**config.mk**
```make
export PLATFORM = sky130hd
export DESIGN_NAME = fp8_pack_stream
export DESIGN_NICKNAME = d
export VERILOG_FILES = /design/src/rtl/fp8_pack_stream.sv
export SDC_FILE = /design/constraint.sdc
export NUM_CORES = 1
export LEC_CHECK = 0
export BUFFER_PORTS_ARGS = -buffer_cell sky130_fd_sc_hd__buf_2
export CORE_ASPECT_RATIO = 2
export CORE_MARGIN = 2
export CORE_UTILIZATION = 50
export CTS_BUF_LIST = sky130_fd_sc_hd__clkbuf_4 sky130_fd_sc_hd__clkbuf_8
export DETAILED_ROUTE_END_ITERATION = 12
export HOLD_SLACK_MARGIN = 0.1
export MAX_ROUTING_LAYER = met4
export PLACE_DENSITY_LB_ADDON = 0.25
export REMOVE_ABC_BUFFERS = 1
export SYNTH_ARGS = -nofsm -noshare
export SYNTH_HDL_FRONTEND = slang
export SYNTH_SLANG_ARGS = --single-unit
```
**constraint.sdc**
```tcl
create_clock -name clk_i -period 12.3 [get_ports clk_i]
set_input_delay 1.845 -clock clk_i [delete_from_list [all_inputs] [get_ports clk_i]]
set_output_delay 1.845 -clock clk_i [all_outputs]
set_load 0.005 [all_outputs]
```
**src/rtl/fp8_pack_stream.sv**
```systemverilog
// Streaming float32 -> FP8 (E4M3 / E5M2) converter that packs LANES bytes per output word
// and counts saturation events.
module fp8_pack_stream #(
   parameter int unsigned LANES    = 4,
   parameter int unsigned SATCNT_W = 16
) (
   input  logic                  clk_i,
   input  logic                  rst_i,
   input  logic                  fmt_i,
   input  logic                  in_valid_i,
   output logic                  in_ready_o,
   input  logic [31:0]           in_data_i,
   input  logic                  in_last_i,
   output logic                  out_valid_o,
   input  logic                  out_ready_i,
   output logic [8*LANES-1:0]    out_data_o,
   output logic [LANES-1:0]      out_keep_o,
   output logic                  out_last_o,
   output logic [SATCNT_W-1:0]   sat_cnt_o,
   input  logic                  sat_clr_i,
   output logic                  busy_o
);

   localparam int unsigned IDX_W = $clog2(LANES);

   // Returns {sat, sign, exp, man}; e5 selects E5M2, otherwise E4M3.
   function automatic logic [8:0] cvt_fp8(input logic [31:0] f, input logic e5);
      logic               sgn;
      logic [7:0]         ef;
      logic [22:0]        mf;
      logic [4:0]         mb;
      logic [4:0]         eall;
      logic signed [9:0]  te;
      logic [2:0]         keep_m;
      logic [22:0]        rem_mask;
      logic [9:0]         sum;
      logic [26:0]        sx;
      logic [26:0]        sub_mask;
      logic signed [10:0] sh_calc;
      logic [4:0]         sh;
      logic [4:0]         r;
      logic [4:0]         maxsub;
      logic               guard;
      logic               sticky;
      logic               up;
      logic               sat;
      logic [6:0]         mag;

      sgn      = f[31];
      ef       = f[30:23];
      mf       = f[22:0];
      mb       = e5 ? 5'd2 : 5'd3;
      eall     = e5 ? 5'd31 : 5'd15;
      te       = $signed({2'b00, ef}) - 10'sd127 + (e5 ? 10'sd15 : 10'sd7);
      keep_m   = '0;
      rem_mask = '0;
      sum      = '0;
      sx       = '0;
      sub_mask = '0;
      sh_calc  = '0;
      sh       = '0;
      r        = '0;
      maxsub   = '0;
      guard    = 1'b0;
      sticky   = 1'b0;
      up       = 1'b0;
      sat      = 1'b0;
      mag      = '0;

      if (ef == 8'hFF) begin
         mag = (e5 ? 7'h7C : 7'h78) | {6'b0, (mf != '0)};
      end else if (ef == 8'h00) begin
         mag = '0;
      end else if (te >= $signed({5'b0, eall})) begin
         sat = 1'b1;
         mag = e5 ? 7'h7B : 7'h77;
      end else if (te >= 10'sd1) begin
         keep_m   = 3'(mf >> (5'd23 - mb));
         guard    = mf[5'd22 - mb];
         rem_mask = (23'd1 << (5'd22 - mb)) - 23'd1;
         sticky   = |(mf & rem_mask);
         up       = guard & (sticky | keep_m[0]);
         sum      = ({5'b0, te[4:0]} << mb) + {7'b0, keep_m} + {9'b0, up};
         if ((sum >> mb) >= {5'b0, eall}) begin
            sat = 1'b1;
            mag = e5 ? 7'h7B : 7'h77;
         end else begin
            mag = sum[6:0];
         end
      end else begin
         // Align so that bit 0 of the shifted significand is one subnormal step.
         sh_calc  = 11'sd24 - $signed({6'b0, mb}) - $signed({te[9], te});
         sh       = (sh_calc > 11'sd26) ? 5'd26 : sh_calc[4:0];
         sx       = {3'b000, 1'b1, mf};
         r        = 5'(sx >> sh);
         guard    = sx[sh - 5'd1];
         sub_mask = (27'd1 << (sh - 5'd1)) - 27'd1;
         sticky   = |(sx & sub_mask);
         up       = guard & (sticky | r[0]);
         r        = r + {4'b0, up};
         maxsub   = (5'd1 << mb) - 5'd1;
         mag      = (r > maxsub) ? {2'b0, maxsub} : {2'b0, r};
      end
      return {sat, sgn, mag};
   endfunction

   logic [IDX_W-1:0]    idx_q, idx_d;
   logic                fmt_q, fmt_d;
   logic [8*LANES-1:0]  acc_q, acc_d;
   logic [LANES-1:0]    acc_keep_q, acc_keep_d;
   logic [8*LANES-1:0]  out_data_q, out_data_d;
   logic [LANES-1:0]    out_keep_q, out_keep_d;
   logic                out_last_q, out_last_d;
   logic                out_valid_q, out_valid_d;
   logic [SATCNT_W-1:0] sat_cnt_q, sat_cnt_d;
   logic                busy_q, busy_d;

   logic [8:0] cvt_e4m3, cvt_e5m2, cvt_sel;
   logic       fmt_use, accept, close;

   always_comb begin
      cvt_e4m3    = cvt_fp8(in_data_i, 1'b0);
      cvt_e5m2    = cvt_fp8(in_data_i, 1'b1);
      fmt_use     = (idx_q == '0) ? fmt_i : fmt_q;
      cvt_sel     = fmt_use ? cvt_e5m2 : cvt_e4m3;
      in_ready_o  = ~rst_i & (~out_valid_q | out_ready_i);
      accept      = in_valid_i & in_ready_o;
      close       = accept & (in_last_i | (idx_q == IDX_W'(LANES - 1)));

      idx_d       = idx_q;
      fmt_d       = fmt_q;
      acc_d       = acc_q;
      acc_keep_d  = acc_keep_q;
      out_data_d  = out_data_q;
      out_keep_d  = out_keep_q;
      out_last_d  = out_last_q;
      out_valid_d = out_valid_q;
      sat_cnt_d   = sat_cnt_q;

      if (out_valid_q && out_ready_i) begin
         out_valid_d = 1'b0;
      end

      if (accept) begin
         if (idx_q == '0) begin
            fmt_d = fmt_i;
         end
         acc_d[{idx_q, 3'b000} +: 8] = cvt_sel[7:0];
         acc_keep_d[idx_q]           = 1'b1;
         if (close) begin
            out_data_d  = acc_d;
            out_keep_d  = acc_keep_d;
            out_last_d  = in_last_i;
            out_valid_d = 1'b1;
            acc_d       = '0;
            acc_keep_d  = '0;
            idx_d       = '0;
         end else begin
            idx_d = idx_q + IDX_W'(1);
         end
      end

      // Clear wins, but a saturating accept in the same cycle still counts once.
      if (sat_clr_i) begin
         sat_cnt_d = (accept && cvt_sel[8]) ? SATCNT_W'(1) : '0;
      end else if (accept && cvt_sel[8] && !(&sat_cnt_q)) begin
         sat_cnt_d = sat_cnt_q + SATCNT_W'(1);
      end

      busy_d = out_valid_d | (idx_d != '0);
   end

   always_ff @(posedge clk_i) begin
      if (rst_i) begin
         idx_q       <= '0;
         fmt_q       <= 1'b0;
         acc_q       <= '0;
         acc_keep_q  <= '0;
         out_data_q  <= '0;
         out_keep_q  <= '0;
         out_last_q  <= 1'b0;
         out_valid_q <= 1'b0;
         sat_cnt_q   <= '0;
         busy_q      <= 1'b0;
      end else begin
         idx_q       <= idx_d;
         fmt_q       <= fmt_d;
         acc_q       <= acc_d;
         acc_keep_q  <= acc_keep_d;
         out_data_q  <= out_data_d;
         out_keep_q  <= out_keep_d;
         out_last_q  <= out_last_d;
         out_valid_q <= out_valid_d;
         sat_cnt_q   <= sat_cnt_d;
         busy_q      <= busy_d;
      end
   end

   assign out_valid_o = out_valid_q;
   assign out_data_o  = out_data_q;
   assign out_keep_o  = out_keep_q;
   assign out_last_o  = out_last_q;
   assign sat_cnt_o   = sat_cnt_q;
   assign busy_o      = busy_q;

endmodule

```
==> results.yml, run 1 <==
timing:
  slew_viol_final: 0
  final_hold_viol_count: 0
  finalCritPeriodShare_pct: 88.0
  finalSetupViolCount: 0
  hold_ws_ns: 0.451
  worst_pin_slew_ns: 1.37
  fmax_ghz: 0.0924
  slew_headroom_pct: 7.95
  finalCriticalPeriod_ns: 10.82
  rsz0062_at_grt: "no"
  tns_ns: 0
  skew_ns: 0.0101
pwr:
  p_switching_mw: 0.740
  power_density_nw_per_um2: 111
  p_leak_nw: 4.61
  seqPwrFrac_pct: 23.0
  intPower_mw: 0.633
  switching_share_pct: 53.9
  pwr-share-comb_pct: 62.4
  p_clk_share_pct: 14.6
  peakVddDrop_mv: 0.114
yosys:
  yosysWarningCount: 0
  yosysUniqueCellTypes: 107
  synth_area_leaders: "dfxtp_1 (16%), nor2_1 (6.1%), nand2_1 (5.6%), a21oi_1 (5.5%), o21ai_0 (4.8%)"
  yosysTopAreaCell: "dfxtp_1"
  synth_commonest_cells: "nor2_1 (189), nand2_1 (173), a21oi_1 (128)"
  synth_area_um2: 11600
  postSynthAreaPerCell_um2: 6.85
  synth.most_common_cell: "nor2_1"
  synth.ff_latch_count: 94
  synth-async-reset-ratio_pct: 0
  synth-seq-area-share_pct: 16.2
  synth_edf_count: 0
  synthFlopType: "dfxtp_1"
  synth.top_cell.area_share_pct: 16.2
  netlist_instances: 1692
clock_tree:
  clk_path_buf_depth: 2
  insertion_delay_ns: 0.39
  post_cts.repair.setup_buffers: 0
  post_cts_resized: 0
  numCtsBuffers: 9
  cts_tree: "built"
  cts_hold_buf: 0
  cts_max_level: 3
  cts.sinks: 94
  clkTransAtPathRegs_ns: 0.09
  cts_root_buf: "clkbuf_8"
die:
  fp-row-count: 78
  start_util_pct: 50.9
  core-area_um2: 22700
  die_x_um: 112
  dieArea_um2: 24500
  die_h_um: 219
  pin_count: 95
critical_path:
  r2r_cells: 11
  critical_path_depth: 28
  critPathSlowestCell: "ha_1"
  cp-end-kind: "flip-flop"
  cpMostUsedCell: "buf_4"
  critPathKind: "input pin to flip-flop"
  reg2reg_to: "sat_cnt_o[15]"
  path_delay_family: "compound AO/OA/AOI/OAI gates"
  critPathLaunchType: "input pin"
  critPathMaxStageDelay_ns: 0.94
  cp_max_fo: 46
  worstPathRequired_ns: 12.57
  startpoint: "in_data_i[23]"
  endpoint: "out_data_o[8]"
  arrival_ns: 11.09
  rrSetupSlack_ns: 8.27
  path_buf_inv: 5
  worstReg2RegStart: "idx_q[0]"
placement:
  io_buffer_count: 94
  gp_congestion: 1.17
  hpwl_um: 48300
  post_dp_cell_area_um2: 12200
grt:
  track_usage_pct: 55.2
  grt_pass1_vias: 15300
  grt_max_degree: 74
  grt_first_pass_wirelength_um: 98700
  grt-ovfl-total: 0
  antenna_found_initial: 2
run:
  maxCapViolCount: 0
final_layout:
  nets: 1773
  fillers: 2236
  multi_input_area_um2: 8990
  ff_latch_area_um2: 1880
  drive_above_1_share_pct: 13.6
  fin_area_um2: 12400
  area_delta_synth_final_pct: 6.93
routing:
  postRouteAntennaNets: 0
  wl_per_cell_um: 33.1
  num_vias: 15900
  vias_per_cell: 7.97
  initialDrtViolationCount: 2926
  first_pass_iters: 7
  totalWireLength_um: 66000
  route.detailed.drc: 0
status:
  status: "complete, no violations"
min_path:
  hp-class: "flip-flop to flip-flop"
==> how the worst min path moves through the flow <==
| stage | start | endpoint | slack [ns] | cells past startpoint |
|---|---|---|---|---|
| 5_1_grt | out_data_o[12] | out_data_o[12] | 0.48 | 2 |
| 6_report | out_last_o | out_last_o | 0.45 | 2 |
| 3_3_place_gp | out_last_o | out_last_o | 0.43 | 2 |
| 3_5_place_dp | out_data_o[12] | out_data_o[12] | 0.44 | 2 |
| 4_1_cts | acc_q[24] | acc_q[24] | 0.46 | 2 |
| 2_1_floorplan | acc_q[17] | acc_q[17] | 0.43 | 2 |
==> tightest hold or removal path: stages, from the launching register on <==
cell and delay (ns):
dfxtp_1 0.31, nand2_1 0.05, nand2_1 0.05
==> kinds of logic after synthesis <==
logic type                 count (synthesis)  share of synthesized area, %
buffers and inverters                    181                          6.46
AOI/OAI and AO/OA                        602                          36.3
DFF                                       94                          16.2
adders and majority gates                 28                          3.02
xor gates and xnor gates                  46                          3.48
muxes                                     35                          4.01
and+or+nand+nor                          706                          30.5
==> metrics by stage <==
stage | worst slack [ns] | utilization, % | total power [mW] | cells
floorplan | 2.09 | - | 0.783 | 1558
global placement | 1.71 | 53.5 | 1.11 | 1973
detailed placement | 1.52 | 53.5 | 1.10 | 1973
CTS | 1.89 | 54.3 | 1.30 | 1989
global route | 1.02 | 54.5 | 1.41 | 1993
finish | 1.48 | 54.5 | 1.37 | 1993
==> flip-flops by register name, indices dropped and copies added (netlist names) <==
register     cells
out_keep_o       4
busy_o           1
sat_cnt_o       16
acc_keep_q       4
out_last_o       1
acc_q           32
idx_q            2
out_data_o      32
fmt_q            1
out_valid_o      1
==> power by group through the flow <==
| stage | Clock, mW | Sequential, mW | Combinational (mW) |
|---|---|---|---|
| after CTS | 0.199 | 0.315 | 0.786 |
| after detailed placement | 0 | 0.322 | 0.782 |
| final | 0.201 | 0.315 | 0.857 |
| after global placement | 0 | 0.322 | 0.785 |
| after global routing | 0.209 | 0.316 | 0.882 |
| after floorplan | 0 | 0.322 | 0.461 |
==> placed cells by master (no fill, tap or decap), types with 11 or more instances in the layout <==
cell type,instances
nor2_1,189
nand2_1,173
a21oi_1,128
o21ai_0,109
dfxtp_1,94
buf_2,93
nand3_1,82
nor3_1,45
buf_4,43
inv_1,41
a211oi_1,36
nand4_1,31
xnor2_1,31
nor4_1,31
and3_1,30
a31oi_1,29
ha_1,27
a22oi_1,24
or3_1,23
o31ai_1,22
mux2i_1,20
o211ai_1,16
nand2b_1,15
o21ai_1,15
o22ai_1,15
and2_1,13
xor2_1,13
nor2b_1,12
a21o_1,11
o2111ai_1,11
clkbuf_8,11
==> layout make-up <==
cell class,count,share of cell area (%)
clock buffer,12,1.28
antenna,2,0.0404
timing repair buffer,137,6.42
inverter,47,1.42
multi-input combinational,1417,72.6
sequential,94,15.2
tap,280,2.83
clock inverter,4,0.253
==> metal layers <==
layer / GRT usage [%] / part of all wire [%]
met4: 63.1 / 16
met2: 87.2 / 46
met5: - / 0
met3: 19.7 / 11
met1: 46.9 / 28
Power figures use the tool's default switching activity.
==> inputs of run 2 (changes only) <==
RECOVER_POWER = 25   (was not set)
==> run 2 against run 1 <==
Effect of this change:
- global-route usage stayed put
- clock power hardly changed
- combinational power hardly changed
- non-clock buffer count stayed put
- register-to-register slack hardly changed
- sequential power hardly changed
- critical path type unchanged
- highest routed layer unchanged
==> results.yml, run 2 (same netlist as run 1, synthesis figures left out) <==
clock_tree:
  post_cts.repair.setup_buffers: 0
  numCtsBuffers: 9
  clkTransAtPathRegs_ns: 0.09
  cts_hold_buf: 0
  cts_max_level: 3
  cts_root_buf: "clkbuf_8"
  post_cts_resized: 0
  insertion_delay_ns: 0.39
  cts_tree: "built"
  clk_path_buf_depth: 2
  cts.sinks: 94
routing:
  initialDrtViolationCount: 2917
  wl_per_cell_um: 33.2
  route.detailed.drc: 0
  num_vias: 15800
  postRouteAntennaNets: 0
  totalWireLength_um: 66100
  vias_per_cell: 7.94
  first_pass_iters: 7
critical_path:
  cp_max_fo: 46
  worstPathRequired_ns: 12.57
  critPathLaunchType: "input pin"
  endpoint: "out_data_o[8]"
  startpoint: "in_data_i[23]"
  reg2reg_to: "sat_cnt_o[15]"
  cpMostUsedCell: "buf_4"
  r2r_cells: 11
  critPathSlowestCell: "ha_1"
  rrSetupSlack_ns: 8.26
  worstReg2RegStart: "idx_q[0]"
  critPathKind: "input pin to flip-flop"
  arrival_ns: 11.09
  critPathMaxStageDelay_ns: 0.95
  cp-end-kind: "flip-flop"
placement:
  io_buffer_count: 94
  dpl.cell_count: 1973
  gp_congestion: 1.17
  pre_cts_slack_ns: 1.52
  post_dp_cell_area_um2: 12200
  hpwl_um: 48300
final_layout:
  nets: 1773
  final_common_cell: "nor2_1"
  area_delta_synth_final_pct: 6.72
  fin_util_pct: 54.4
  layout_common_cells: "nor2_1 (189), nand2_1 (173), a21oi_1 (128)"
  fin_area_um2: 12400
  drive_above_1_share_pct: 12.4
  instances_no_fill: 1993
timing:
  final_hold_viol_count: 0
  hold_ws_ns: 0.456
  slew_headroom_pct: 7.94
  worst_pin_slew_ns: 1.37
  rsz0062_at_grt: "no"
  fmax_ghz: 0.0924
  fin_ws_ns: 1.47
  finalCriticalPeriod_ns: 10.83
  slew_viol_final: 0
  finalSetupViolCount: 0
  tns_ns: 0
  skew_ns: 0.00993
  finalCritPeriodShare_pct: 88.0
grt:
  antenna_found_initial: 2
  grt_pass1_vias: 15300
  grt_first_pass_wirelength_um: 98700
  track_usage_pct: 55.2
  grt-ovfl-total: 0
  grt_max_degree: 74
die:
  die_h_um: 219
  core-area_um2: 22700
  fp-row-count: 78
  dieArea_um2: 24500
  pin_count: 95
  die_x_um: 112
  start_util_pct: 50.9
status:
  status: "complete, no violations"
pwr:
  pwr-share-comb_pct: 62.4
  p_clk_share_pct: 14.6
  p_leak_nw: 4.53
  switching_share_pct: 53.9
  power_density_nw_per_um2: 111
  finalPower_mw: 1.37
  intPower_mw: 0.633
  seqPwrFrac_pct: 23.0
  peakVddDrop_mv: 0.115
  p_switching_mw: 0.741
run:
  maxCapViolCount: 0
min_path:
  hp-class: "flip-flop to flip-flop"
[run 2: power groups by stage]
| stage | clock network [mW] | logic, mW | registers (mW) |
|---|---|---|---|
| 5_1_grt | 0.209 | 0.882 | 0.316 |
| 3_5_place_dp | 0 | 0.782 | 0.322 |
| 2_1_floorplan | 0 | 0.461 | 0.322 |
| 3_3_place_gp | 0 | 0.785 | 0.322 |
| 4_1_cts | 0.199 | 0.786 | 0.315 |
| 6_report | 0.200 | 0.858 | 0.316 |
[run 2: layout make-up]
cell class / count / area (µm²)
diodes: 2 / 5.00
clock buffers: 12 / 159
clock inverters: 4 / 31.3
fillers: 2253 / 10400
inverters: 47 / 176
multi-input cells: 1417 / 8990
flip-flops and latches: 94 / 1880
well taps: 280 / 350
repair buffers: 137 / 771
[run 2: how the worst min path moves through the flow]
stage | start | end | slack (ns) | cells past startpoint
floorplan | acc_q[17] | acc_q[17] | 0.43 | 2
detailed placement | out_data_o[12] | out_data_o[12] | 0.44 | 2
global placement | out_last_o | out_last_o | 0.43 | 2
CTS | acc_q[24] | acc_q[24] | 0.46 | 2
finish | out_last_o | out_last_o | 0.46 | 2
global route | out_data_o[12] | out_data_o[12] | 0.48 | 2
[run 2: worst max-delay path, delay by kind of cell]
kind / cells / cell delay, ns
buffers and inverters: 5 / 1.17
and+or+nand+nor: 6 / 1.66
xor gates and xnor gates: 1 / 0.55
AOI/OAI and AO/OA: 13 / 4.00
adders and majority gates: 3 / 1.84
[run 2: metal layers]
layer	vias up	share of wire, %	track usage [%]
li1	6503	-	-
met1	7178	28	46.9
met2	1440	46	87.2
met3	708	11	19.7
met4	0	15	63.1
met5	-	0	-
